## config.mk

```make
export PLATFORM = sky130hd
export DESIGN_NAME = dmem_arbiter
export DESIGN_NICKNAME = d
export VERILOG_FILES = /design/src/rtl/dmem_arbiter.sv
export SDC_FILE = /design/constraint.sdc
export NUM_CORES = 1
export LEC_CHECK = 0
export BUFFER_PORTS_ARGS = -buffer_cell sky130_fd_sc_hd__buf_4
export CAP_MARGIN = 15
export CORE_AREA = 2 2 89 91
export DETAILED_ROUTE_END_ITERATION = 8
export DIE_AREA = 0 0 91 93
export GPL_TIMING_DRIVEN = 1
export PLACE_DENSITY = 0.84
export RECOVER_POWER = 50
export SLEW_MARGIN = 0
export SYNTH_ARGS = -nofsm -noshare
export SYNTH_HDL_FRONTEND = slang
export SYNTH_SLANG_ARGS = --single-unit
```

## constraint.sdc

```tcl
create_clock -name clk -period 3.35 [get_ports clk]
set_input_delay 0.5025 -clock clk [delete_from_list [all_inputs] [get_ports clk]]
set_output_delay 0.5025 -clock clk [all_outputs]
set_load 0.01 [all_outputs]
```

## src/rtl/dmem_arbiter.sv

```systemverilog
// dmem_arbiter: two-port arbiter in front of a single-ported synchronous data memory.
//
// Port A (core) and port B (loader/debug) each present req/we/addr/wdata and hold them
// until granted. Grants are combinational from the requests and the registered arbiter
// state. Contention is resolved round-robin, except that port B may lock the memory for a
// burst, limited to MAX_BURST grants while A is waiting. Read data returns one cycle after
// the grant on the winning port's rvalid/rdata. rdata holds its last valid value.
//
// Ports:
//   clk, resetn                         clock, synchronous active-low reset
//   a_req, a_we, a_addr, a_wdata        core request
//   a_gnt, a_rvalid, a_rdata            core grant and read return
//   b_req, b_we, b_addr, b_wdata, b_lock  loader request, with burst lock
//   b_gnt, b_rvalid, b_rdata            loader grant and read return
//   mem_en, mem_we, mem_addr, mem_wdata memory access
//   mem_rdata                           memory read data, one cycle after a read access

module dmem_arbiter #(
   parameter int unsigned ADDR_W    = 5,
   parameter int unsigned DATA_W    = 32,
   parameter int unsigned MAX_BURST = 8
) (
   input  logic              clk,
   input  logic              resetn,
   input  logic              a_req,
   input  logic              a_we,
   input  logic [ADDR_W-1:0] a_addr,
   input  logic [DATA_W-1:0] a_wdata,
   output logic              a_gnt,
   output logic              a_rvalid,
   output logic [DATA_W-1:0] a_rdata,
   input  logic              b_req,
   input  logic              b_we,
   input  logic [ADDR_W-1:0] b_addr,
   input  logic [DATA_W-1:0] b_wdata,
   input  logic              b_lock,
   output logic              b_gnt,
   output logic              b_rvalid,
   output logic [DATA_W-1:0] b_rdata,
   output logic              mem_en,
   output logic              mem_we,
   output logic [ADDR_W-1:0] mem_addr,
   output logic [DATA_W-1:0] mem_wdata,
   input  logic [DATA_W-1:0] mem_rdata
);

   localparam int unsigned CNT_W = $clog2(MAX_BURST + 1);

   // State records which port (if any) was granted in the previous cycle.
   typedef enum logic [1:0] {StIdle, StServeA, StServeB, StLockB} state_e;

   state_e              state_q, state_d;
   logic                last_b_q, last_b_d;  // 1: B was served most recently
   logic [CNT_W-1:0]    burst_cnt_q, burst_cnt_d;
   logic                a_pend_q, b_pend_q;  // read granted last cycle, data due now
   logic [DATA_W-1:0]   a_rdata_q, b_rdata_q;
   logic                burst_full;

   assign burst_full = (burst_cnt_q == CNT_W'(MAX_BURST));

   // State register and read-return registers.
   always_ff @(posedge clk) begin
      if (!resetn) begin
         state_q     <= StIdle;
         last_b_q    <= 1'b1;
         burst_cnt_q <= '0;
         a_pend_q    <= 1'b0;
         b_pend_q    <= 1'b0;
         a_rdata_q   <= '0;
         b_rdata_q   <= '0;
      end else begin
         state_q     <= state_d;
         last_b_q    <= last_b_d;
         burst_cnt_q <= burst_cnt_d;
         a_pend_q    <= a_gnt & ~a_we;
         b_pend_q    <= b_gnt & ~b_we;
         if (a_rvalid) a_rdata_q <= mem_rdata;
         if (b_rvalid) b_rdata_q <= mem_rdata;
      end
   end

   // Next-state logic.
   always_comb begin
      state_d     = StIdle;
      last_b_d    = last_b_q;
      burst_cnt_d = burst_cnt_q;
      if (a_gnt) begin
         state_d  = StServeA;
         last_b_d = 1'b0;
      end else if (b_gnt) begin
         state_d  = b_lock ? StLockB : StServeB;
         last_b_d = 1'b1;
      end
      // The burst counter only measures how long A has been held off by a lock.
      if (a_gnt || !b_lock || !b_req) begin
         burst_cnt_d = '0;
      end else if (b_gnt && a_req && !burst_full) begin
         burst_cnt_d = burst_cnt_q + CNT_W'(1);
      end
   end

   // Output logic: grants and the memory-side mux.
   always_comb begin
      a_gnt = 1'b0;
      b_gnt = 1'b0;
      if (resetn) begin
         if (state_q == StLockB && b_req && b_lock) begin
            if (a_req && burst_full) a_gnt = 1'b1;
            else                     b_gnt = 1'b1;
         end else if (a_req && b_req) begin
            a_gnt = last_b_q;
            b_gnt = ~last_b_q;
         end else begin
            a_gnt = a_req;
            b_gnt = b_req;
         end
      end

      mem_we    = 1'b0;
      mem_addr  = '0;
      mem_wdata = '0;
      if (a_gnt) begin
         mem_we    = a_we;
         mem_addr  = a_addr;
         mem_wdata = a_wdata;
      end else if (b_gnt) begin
         mem_we    = b_we;
         mem_addr  = b_addr;
         mem_wdata = b_wdata;
      end
   end

   assign mem_en = a_gnt | b_gnt;

   // Gating with resetn drops a read whose return would land in a reset cycle.
   assign a_rvalid = a_pend_q & resetn;
   assign b_rvalid = b_pend_q & resetn;
   assign a_rdata  = a_rvalid ? mem_rdata : a_rdata_q;
   assign b_rdata  = b_rvalid ? mem_rdata : b_rdata_q;

endmodule

```

==> summary.txt <==
outcome = finished clean
die width = 91 µm
Slowest-stage cell, CP = clkbuf_1
Cells after Synth = 302
Sink Count = 73
antenna cells = 0
sequential share of the synthesized area = 44.0%
largest family of logic cells by synthesized area = multiplexers
nets = 631
grt ovf = 0
root buffer cell = clkbuf_8
post-route ant nets = 0
Slew @ Worst Pin = 1.24 ns
slew margin rel. = 17.3%
die area = 0.00846 mm²
count of input and output buffers = 219
area share of and/or/nand/nor cells after synthesis = 15.1%
worst-skew pair later-pin latency = 0.34 ns
CTS Buf Count = 9
leak pwr = 2.61 nW
drt pass-1 iters = 4
number of distinct library cells after synthesis = 26
via/cell ratio = 4.91
setup TNS = 0 ns
Std-Cell Rows = 32
Post-Syn Area = 0.00332 mm²
Critical Path Most Common Cell = buf_4
clk buf depth = 2
critical path class = in2out
first-pass GRT wire length = 14900 µm
syn avg cell area = 11.0 µm²
Post-CTS Hold Buffers = 0
Final setup viols = 0
pwr dens = 398 mW/mm²
# Max-Cap Violations = 0
Yosys Warn Count = 0
vias in the first global route = 3111
initial core utilization = 44.1%
RSZ-0062 raised after global routing = no
PostCTS Resize Cnt = 0
CTS tree = yes
CP Capture Type = output pin
Max Fclk = 0.322 GHz
Post-CTS Setup Repair Bufs = 0
Cell Chain, Critical Path = buf_4, buf_4, nand2_1, clkbuf_1, mux2_2, buf_4
WP data required = 2.85 ns
worst hold slack = 0.353 ns
final hold viol count = 0
share of cells above drive strength 1 = 48.2%
drt drc = 0
Total GRT Usage = 22.4%
Iteration-0 DRC Markers = 52
Max stage delay on crit path = 0.91 ns
Synth Area in Adders = 0.754%
Synthesized Nets = 417
Worst EP arrival = 2.60 ns
DIE HEIGHT = 93 µm
routability cong. = 0.867
synthesis-stage register bit count = 73
Clock Skew = 0.00901 ns
HPWL Detailed = 7640 µm
largest net degree at the start of global routing = 41
minimum clock period = 3.11 ns
xor-xnor portion of the synthesized cell area = 0.528%
Period Utilization, post-route = 92.8%
mux cell area share after synthesis = 23.3%
Peak VDD IR = 216 µV
hold crit path type = in2reg
IO Count = 220
complex-gate fraction of the synthesized area = 12.0%
Slew Limit Fails = 0
fillcell total = 620
initial antenna violation count = 0
drt total wl = 9860 µm
htree depth = 3
area grow syn2layout = 55.8%
crit start category = primary input
wire per inst = 15.8 µm
core area = 0.00753 mm²
Vias = 3057
clk slew on worst S/H paths = 0.07 ns
CP Max Fanout = 40
## worst paths after layout
kind	start	to	slack [ns]	depth (start not counted)
max	resetn	a_rdata[22]	0.24	6
min	b_we	b_pend_q	0.35	2
max reg2reg	a_pend_q	a_rdata_q[22]	1.36	4
min reg2reg	burst_cnt_q[3]	burst_cnt_q[3]	0.53	2
## sequential cells by signal (all words and copies together) (netlist names)
name,flops
a_pend_q,1
a_rdata_q,32
b_pend_q,1
b_rdata_q,32
burst_cnt_q,4
last_b_q,1
state_q,2
## Yosys cell counts, drive strengths merged
cell type  number  area (µm²)
o2111ai         1        8.76
clkbuf          8        30.0
nand4           1        21.3
nor3            2        10.0
o21a            1        7.51
ha              2        25.0
mux2           64         721
o21ai           2        10.0
nand2b          1        6.26
o21ba           2        20.0
nand2           4        15.0
a21oi           1        5.00
a211oi          2        15.0
buf            14        91.3
a22o           38         333
mux2i           4        52.6
inv             5        18.8
and3b           1        8.76
nand3           2        10.0
and2           64         400
xnor2           2        17.5
nor2            8        30.0
dfxtp          73        1460
## cells in the final DEF, fill, tap and decap left out, types with 2 or more instances in the layout
cell type,Yosys,routed
buf_4,1,205
dfxtp_1,73,73
and2_1,64,55
mux2_1,0,38
a22o_1,38,38
mux2_2,64,26
clkbuf_1,8,20
and2_0,0,9
clkbuf_8,0,9
nor2_1,8,7
inv_1,5,5
nand2_1,4,4
mux2i_1,3,4
bufinv_16,0,3
o21ba_2,2,2
nand3_1,2,2
a211oi_1,2,2
xnor2_1,2,2
o21ai_0,2,2
nor3_1,2,2
ha_1,2,2
clkinv_2,0,2
## report_power, final
part           switching [W]  internal (W)  leakage, nW
combinational       0.000145      0.000202         1.89
sequential        0.00000525      0.000884        0.591
clock               0.000324      0.000496        0.124
total               0.000475       0.00158         2.61
## layer usage
layer | vias to the layer above | GRT usage (%) | routed length (µm)
met1 | 1423 | 22.4 | 3530
li1 | 1489 | - | -
met5 | - | 0 | 0
met2 | 133 | 43.3 | 5330
met3 | 12 | 7.49 | 802
met4 | 0 | 7.58 | 201
## worst max-delay path: cells and delay by family
family                 cells  cell delay [ns]
buffers and inverters      4             1.53
AND/OR/NAND/NOR            1             0.10
multiplexers               1             0.44
## per-stage QoR
| step | setup slack, ns | utilization [%] | cells | total power, W | area, µm² |
|---|---|---|---|---|---|
| 2_1_floorplan | 1.26 | - | 302 | 0.00105 | 3320 |
| 3_3_place_gp | 0.710 | 66.6 | 607 | 0.00126 | 5020 |
| 3_5_place_dp | 0.657 | 66.6 | 607 | 0.00127 | 5020 |
| 4_1_cts | 0.268 | 69.8 | 623 | 0.00209 | 5260 |
| 5_1_grt | 0.0644 | 68.7 | 623 | 0.00215 | 5170 |
| 6_report | 0.243 | 68.7 | 623 | 0.00206 | 5170 |
## cells by family after synthesis
family	after synthesis
AOI/OAI and AO/OA	47
xor gates and xnor gates	2
adders and majority gates	2
buffers and inverters	27
DFF	73
muxes	68
and+or+nand+nor	83
## layout make-up
class | count | area (µm²) | share of cell area [%]
clock buffer | 9 | 124 | 2.40
multi-input combinational | 202 | 1710 | 33.0
tap | 102 | 128 | 2.47
timing repair buffer | 225 | 1610 | 31.2
inverter | 5 | 18.8 | 0.363
clock inverter | 7 | 118 | 2.27
sequential | 73 | 1460 | 28.3
No activity file was read; power rests on OpenSTA's default activity.
